File: config.mk
export PLATFORM = sky130hd
export DESIGN_NAME = tx_serializer_10b
export DESIGN_NICKNAME = d
export VERILOG_FILES = /design/src/rtl/tx_serializer_10b.sv
export SDC_FILE = /design/constraint.sdc
export NUM_CORES = 1
export LEC_CHECK = 0
export CORE_UTILIZATION = 45
export DETAILED_ROUTE_END_ITERATION = 10
export GPL_TIMING_DRIVEN = 0
export PLACE_DENSITY = 0.69
export RECOVER_POWER = 50
export SLEW_MARGIN = 20
export SYNTH_ARGS = -nofsm -noshare
export SYNTH_HDL_FRONTEND = slang
export SYNTH_SLANG_ARGS = --single-unit
File: constraint.sdc
create_clock -name clk_i -period 1.3 [get_ports clk_i]
set_input_delay 0.195 -clock clk_i [delete_from_list [all_inputs] [get_ports clk_i]]
set_output_delay 0.195 -clock clk_i [all_outputs]
set_load 0.005 [all_outputs]
File: src/rtl/tx_serializer_10b.sv
// tx_serializer_10b: shifts 10-bit 8b10b symbols out LSB-first, one bit per clock,
// filling empty slots with K28.5 so the line never stalls.
module tx_serializer_10b #(
   parameter int                  SYMBOL_W    = 10,
   parameter logic [SYMBOL_W-1:0] IDLE_SYMBOL = 10'h17C
) (
   input  logic                clk_i,
   input  logic                rst_ni,
   input  logic [SYMBOL_W-1:0] symbol_i,
   input  logic                symbol_valid_i,
   output logic                symbol_ready_o,
   output logic                serial_o,
   output logic                symbol_start_o,
   output logic                idle_o,
   output logic                underrun_o
);
   logic [SYMBOL_W-1:0] r_shreg;
   logic [SYMBOL_W-1:0] r_hold;
   logic [3:0]          r_bit_cnt;
   logic                r_hold_full;
   logic                r_cur_idle;
   logic                r_prev_data;
   logic                r_underrun;
   logic                w_accept;
   logic                w_boundary;

   assign w_accept       = symbol_valid_i && !r_hold_full;
   assign w_boundary     = r_bit_cnt == 4'd9;
   assign serial_o       = r_shreg[0];
   assign symbol_start_o = r_bit_cnt == 4'd0;
   assign idle_o         = r_cur_idle;
   assign symbol_ready_o = !r_hold_full;
   assign underrun_o     = r_underrun;

   always_ff @(posedge clk_i) begin
      if (!rst_ni) begin
         r_shreg     <= IDLE_SYMBOL;
         r_bit_cnt   <= 4'd0;
         r_hold_full <= 1'b0;
         r_cur_idle  <= 1'b1;
         r_prev_data <= 1'b0;
         r_underrun  <= 1'b0;
      end else begin
         if (w_accept) begin
            r_hold      <= symbol_i;
            r_hold_full <= 1'b1;
         end
         r_underrun <= 1'b0;
         // Accept needs an empty hold, so it never collides with draining it here
         if (w_boundary) begin
            r_bit_cnt   <= 4'd0;
            r_shreg     <= r_hold_full ? r_hold : IDLE_SYMBOL;
            r_cur_idle  <= !r_hold_full;
            r_prev_data <= r_hold_full;
            r_underrun  <= !r_hold_full && r_prev_data;
            if (r_hold_full) r_hold_full <= 1'b0;
         end else begin
            r_shreg   <= r_shreg >> 1;
            r_bit_cnt <= r_bit_cnt + 4'd1;
         end
      end
   end
endmodule

== After elaboration in Yosys (flattened, before gate mapping) ==
Index checks and enable logic that the tools add are counted.

* Add/subtract/negate cells: 1
* Eq/ne operators: 1
* Muxes and demuxes: 5
* Bitwise logic cells: 1
* Reductions and logical operators: 8

{| class="wikitable"
|+ Operators with widths
! cell !! number
|-
| $mux 9 || 2
|-
| $add 4x1->4 const B || 1
|-
| $eq 4x4->1 const B || 1
|-
| $logic_not 4->1 || 1
|-
| $reduce_and 2->1 || 2
|-
| $mux 1 || 3
|-
| $reduce_and 3->1 || 1
|-
| $logic_and 1x1->1 || 2
|-
| $reduce_or 2->1 || 1
|-
| $logic_not 1->1 || 1
|-
| $not 1->1 || 1
|}

* Flip-flop bits (word level): 28
* Input bits: 13
* Output and inout port bits: 5
* Logic and storage cells: 24

== Logic depth before layout (Yosys ltp) ==
* Depth in word-level cells: 5
* Gate-level depth with buffers: 6
* Mapped depth without buffers: 5

== Worst setup path before layout ==
OpenSTA, ideal clock, no wires.

* Path type: reg-to-reg
* From: register r_bit_cnt[1]
* To: register r_underrun (netlist: underrun_o)
* Setup time: 0.116 ns
* Arrival: 1.127 ns
* Data required time: 1.184 ns
* Slack: 0.056 ns
* Stages on the path, launching flop included: 6
* Path buffers: 1
* Period minus slack after synthesis: 1.244 ns
* Cells stage by stage: dfxtp_1 > inv_1 > ha_1 > and3b_1 > buf_6 > and3_2

* Longest elaborated chain between the ends: 2

{| class="wikitable"
|+ RTL lines
! element !! line !! text
|-
| from (decl) || 19 || <nowiki>logic [3:0] r_bit_cnt;</nowiki>
|-
| from (signal assigned) || 59 || <nowiki>r_bit_cnt <= r_bit_cnt + 4'd1;</nowiki>
|-
| $eq 4x4->1 || 28 || <nowiki>assign w_boundary = r_bit_cnt == 4'd9;</nowiki>
|-
| $reduce_and 2->1 (no source line) || -- ||
|-
| to (signal assigned) || 55 || <nowiki>r_underrun <= !r_hold_full && r_prev_data;</nowiki>
|-
| to (decl) || 23 || <nowiki>logic r_underrun;</nowiki>
|}

No other way between the ends.
A chain may end at the register's enable or synchronous reset.

== Worst setup path after layout ==
* From: register r_bit_cnt[1]
* To: register r_shreg[4]

* Longest elaborated chain between the ends: 2

{| class="wikitable"
|+ RTL lines
! element !! line !! text
|-
| $eq 4x4->1 || 28 ||
|-
| $mux 9 || 50 || <nowiki>if (w_boundary) begin</nowiki>
|-
| to (signal assigned) || 52 || <nowiki>r_shreg <= r_hold_full ? r_hold : IDLE_SYMBOL;</nowiki>
|-
| to (signal assigned) || 58 || <nowiki>r_shreg <= r_shreg >> 1;</nowiki>
|-
| to (decl) || 17 || <nowiki>logic [SYMBOL_W-1:0] r_shreg;</nowiki>
|}

No other way between the ends.

==> results_dict.tcl <==
set metrics [dict create \
    comb_power_share_pct 11.2 \
    clock-root-buffer "clkbuf_4" \
    skew_ns 0.00261 \
    drive_gt1_share_pct 37.1 \
    ant_nets 0 \
    max_stage_delay_ns 0.37 \
    fp.dieH_um 50.4 \
    required_ns 1.52 \
    yosys-mux-area-fraction_pct 0 \
    wl_per_cell_um 13.7 \
    grt_start_max_net_pins 17 \
    core_area_sq_um 2210 \
    grt_pass1_wl_um 2910 \
    fin_nets 133 \
    synth-simple-area-share_pct 19.8 \
    cp-end-kind "flop" \
    path_class "reg2reg" \
    path_clk_slew_ns 0.15 \
    p_sw_w 0.000365 \
    switching_share_pct 21.1 \
    io_buffer_count 17 \
    violations "negative setup slack" \
    first_global_vias 693 \
    synth_warnings 0 \
    pre_cts_ws_ns -0.472 \
    synthDistinctLibCells 27 \
    synth_top_family_by_area "simple AND/OR/NAND/NOR gates" \
    max_freq_ghz 0.724 \
    ioPinCount 18 \
    layout_commonest_cell "dfxtp_1" \
    grt.total_usage_pct 15.8 \
    rsz0062_at_grt "true" \
    p_int_w 0.00137 \
    avgSynthCellArea_sq_um 11.9 \
    crit_buf_inv 3 \
    postSynthNetCount 105 \
    h-tree-depth 1 \
    placed_cells_incl_taps 134 \
    power_density_nw_per_um2 1160 \
    worstPathArrival_ns 1.60 \
    rows 17 \
    final_cell_mix "dfxtp_1 (15), dlygate4sd3_1 (11), edfxtp_1 (10), nand2_1 (7)" \
    antenna_found_initial 0 \
    globalplace.congestion 0.712 \
    tightest_slew_ns 0.443 \
    pwr-share-seq_pct 56.2 \
    synth-xor-area-share_pct 0.829 \
    die_area_sq_um 2540 \
    start_kind "flop" \
    setup_viol 21 \
    ys_seq_area_share_pct 62.6 \
    post-route-period-util_pct 106 \
    cts_buffer_depth 2 \
    clkSinkCount 28 \
    synth_fa_ha_area_share_pct 3.55 \
    synth_seq_cells 28 \
    drt_iter0_drc 6 \
    die-width_um 50.4 \
    syn_inst 89 \
    fin_crit_ns 1.38 \
    clock_latency_ns 0.33 \
    instances_no_fill 144 \
    hold_violations 0 \
    viasPerCell 5.03 \
    p_leak_nw 0.594 \
    via_count 724 \
    hp-class "reg2reg" \
    area_delta_synth_final_pct 41.8 \
    drv_slew 0 \
    max-vdd-ir-drop_uv 1050 \
    cts_hold_buf 0 \
    layout_setup_ws_ns -0.0818 \
    cts_tree "built" \
    overflow 0 \
    start_util_pct 47.7 \
    crit_family "flip-flops" \
    routed_wl_um 1970 \
    cap_violations 0 \
    synth_area_sq_um 1060 \
    crit_fanout 5 \
    cts_made_buffers 3 \
    outcome "finished with violations" \
    critPathSlowestCell "dfxtp_2" \
    antenna_cells 0 \
    drc 0 \
    synth_compound_area_share_pct 8.65 \
    crit_chain "inv_2, buf_6, ha_4, and3b_2, clkbuf_16, nor2_4, o21ai_1" \
    pwr-share-clk_pct 32.7 \
    dr.pass1.iters 4 \
    fillCellCount 171 \
    dpl.hpwl_um 1110 \
    relSlewSlack_pct 70.4 \
]
cells in the mapped netlist, drive strengths merged:
master / n / area [sq um]
buf: 3 / 33.8
and2: 1 / 6.26
clkbuf: 1 / 3.75
nand3b: 1 / 20.0
clkinv: 1 / 3.75
xnor2: 1 / 8.76
nor3b: 3 / 22.5
o31a: 1 / 8.76
a21boi: 4 / 37.5
o211ai: 1 / 7.51
edfxtp: 10 / 300
nor2: 9 / 33.8
dfxtp: 18 / 360
inv: 2 / 7.51
nor2b: 1 / 6.26
nor3: 6 / 30.0
o21ai: 6 / 30.0
o21bai: 1 / 7.51
and3b: 1 / 8.76
ha: 3 / 37.5
and3: 3 / 21.3
nand3: 4 / 30.0
nand2: 8 / 30.0
layer usage:
| metal | track usage [%] | share of wire (%) |
|---|---|---|
| met4 | 9.26 | 2.1 |
| met5 | 0 | 0 |
| met1 | 19.4 | 42 |
| met3 | 4.24 | 5.0 |
| met2 | 24.9 | 50 |
through the flow:
stage / hold slack, ns / util [%] / instance area, sq um / setup TNS, ns / power, W
after global routing: 0.462 / 67.7 / 1500 / -2.16 / 0.00180
final: 0.454 / 67.7 / 1500 / -1.14 / 0.00173
after CTS: 0.411 / 61.0 / 1350 / -0.217 / 0.00170
after detailed placement: 0.437 / 57.0 / 1260 / -6.10 / 0.00113
after global placement: 0.430 / 57.0 / 1260 / -6.24 / 0.00113
after floorplan: 0.294 / - / 1060 / 0 / 0.00106
sequential cells by signal, summed over array words and instances, names as in the netlist:
signal       cells
r_hold_full      1
r_prev_data      1
underrun_o       1
idle_o           1
r_shreg         10
r_bit_cnt        4
r_hold          10
power groups by stage:
stage | combinational (W) | sequential (W) | clock [W]
2_1_floorplan | 0.0000754 | 0.000982 | 0
3_3_place_gp | 0.000144 | 0.000985 | 0
3_5_place_dp | 0.000147 | 0.000986 | 0
4_1_cts | 0.000165 | 0.000967 | 0.000569
5_1_grt | 0.000212 | 0.000976 | 0.000613
6_report | 0.000193 | 0.000972 | 0.000565
kinds of logic (layout without fill, tap and decap cells):
logic type	count (synthesis)	in the layout
AO/OA/AOI/OAI	13	13
XOR/XNOR	1	1
flip-flops	28	28
buffers and inverters	7	34
adder cells (fa/ha/maj)	3	3
AND/OR/NAND/NOR	37	37
worst paths after layout:
kind	from	end	slack, ns	cells past startpoint
worst max-delay path	r_bit_cnt[1]	r_shreg[4]	-0.08	7
worst min-delay path	r_shreg[8]	r_shreg[7]	0.45	2
worst max register to register	r_bit_cnt[1]	r_shreg[4]	-0.08	7
worst min register to register	r_shreg[8]	r_shreg[7]	0.45	2
cell type report:
type	instances	area [sq um]	area share, %
multi-input combinational	54	462	30.8
timing repair buffer	23	226	15.1
inverter	3	16.3	1.09
sequential	28	664	44.4
tap	28	35.0	2.34
clock buffer	3	22.5	1.50
buffer	4	41.3	2.76
clock inverter	1	30.0	2.01
tightest hold or removal path: cells and delay by family, from the launching register on:
family | cells | cell delay (ns)
flops | 1 | 0.33
compound gates | 1 | 0.06
simple gates | 1 | 0.04
what timing repair did:
action                                  4_1_cts  5_1_grt
endpoints found under the setup margin       26       14
gates cloned                                  0        2
gates resized for setup                      20       29
setup buffers                                 3        1
pin swaps                                     0       13
(Power assumes the default switching activity.)
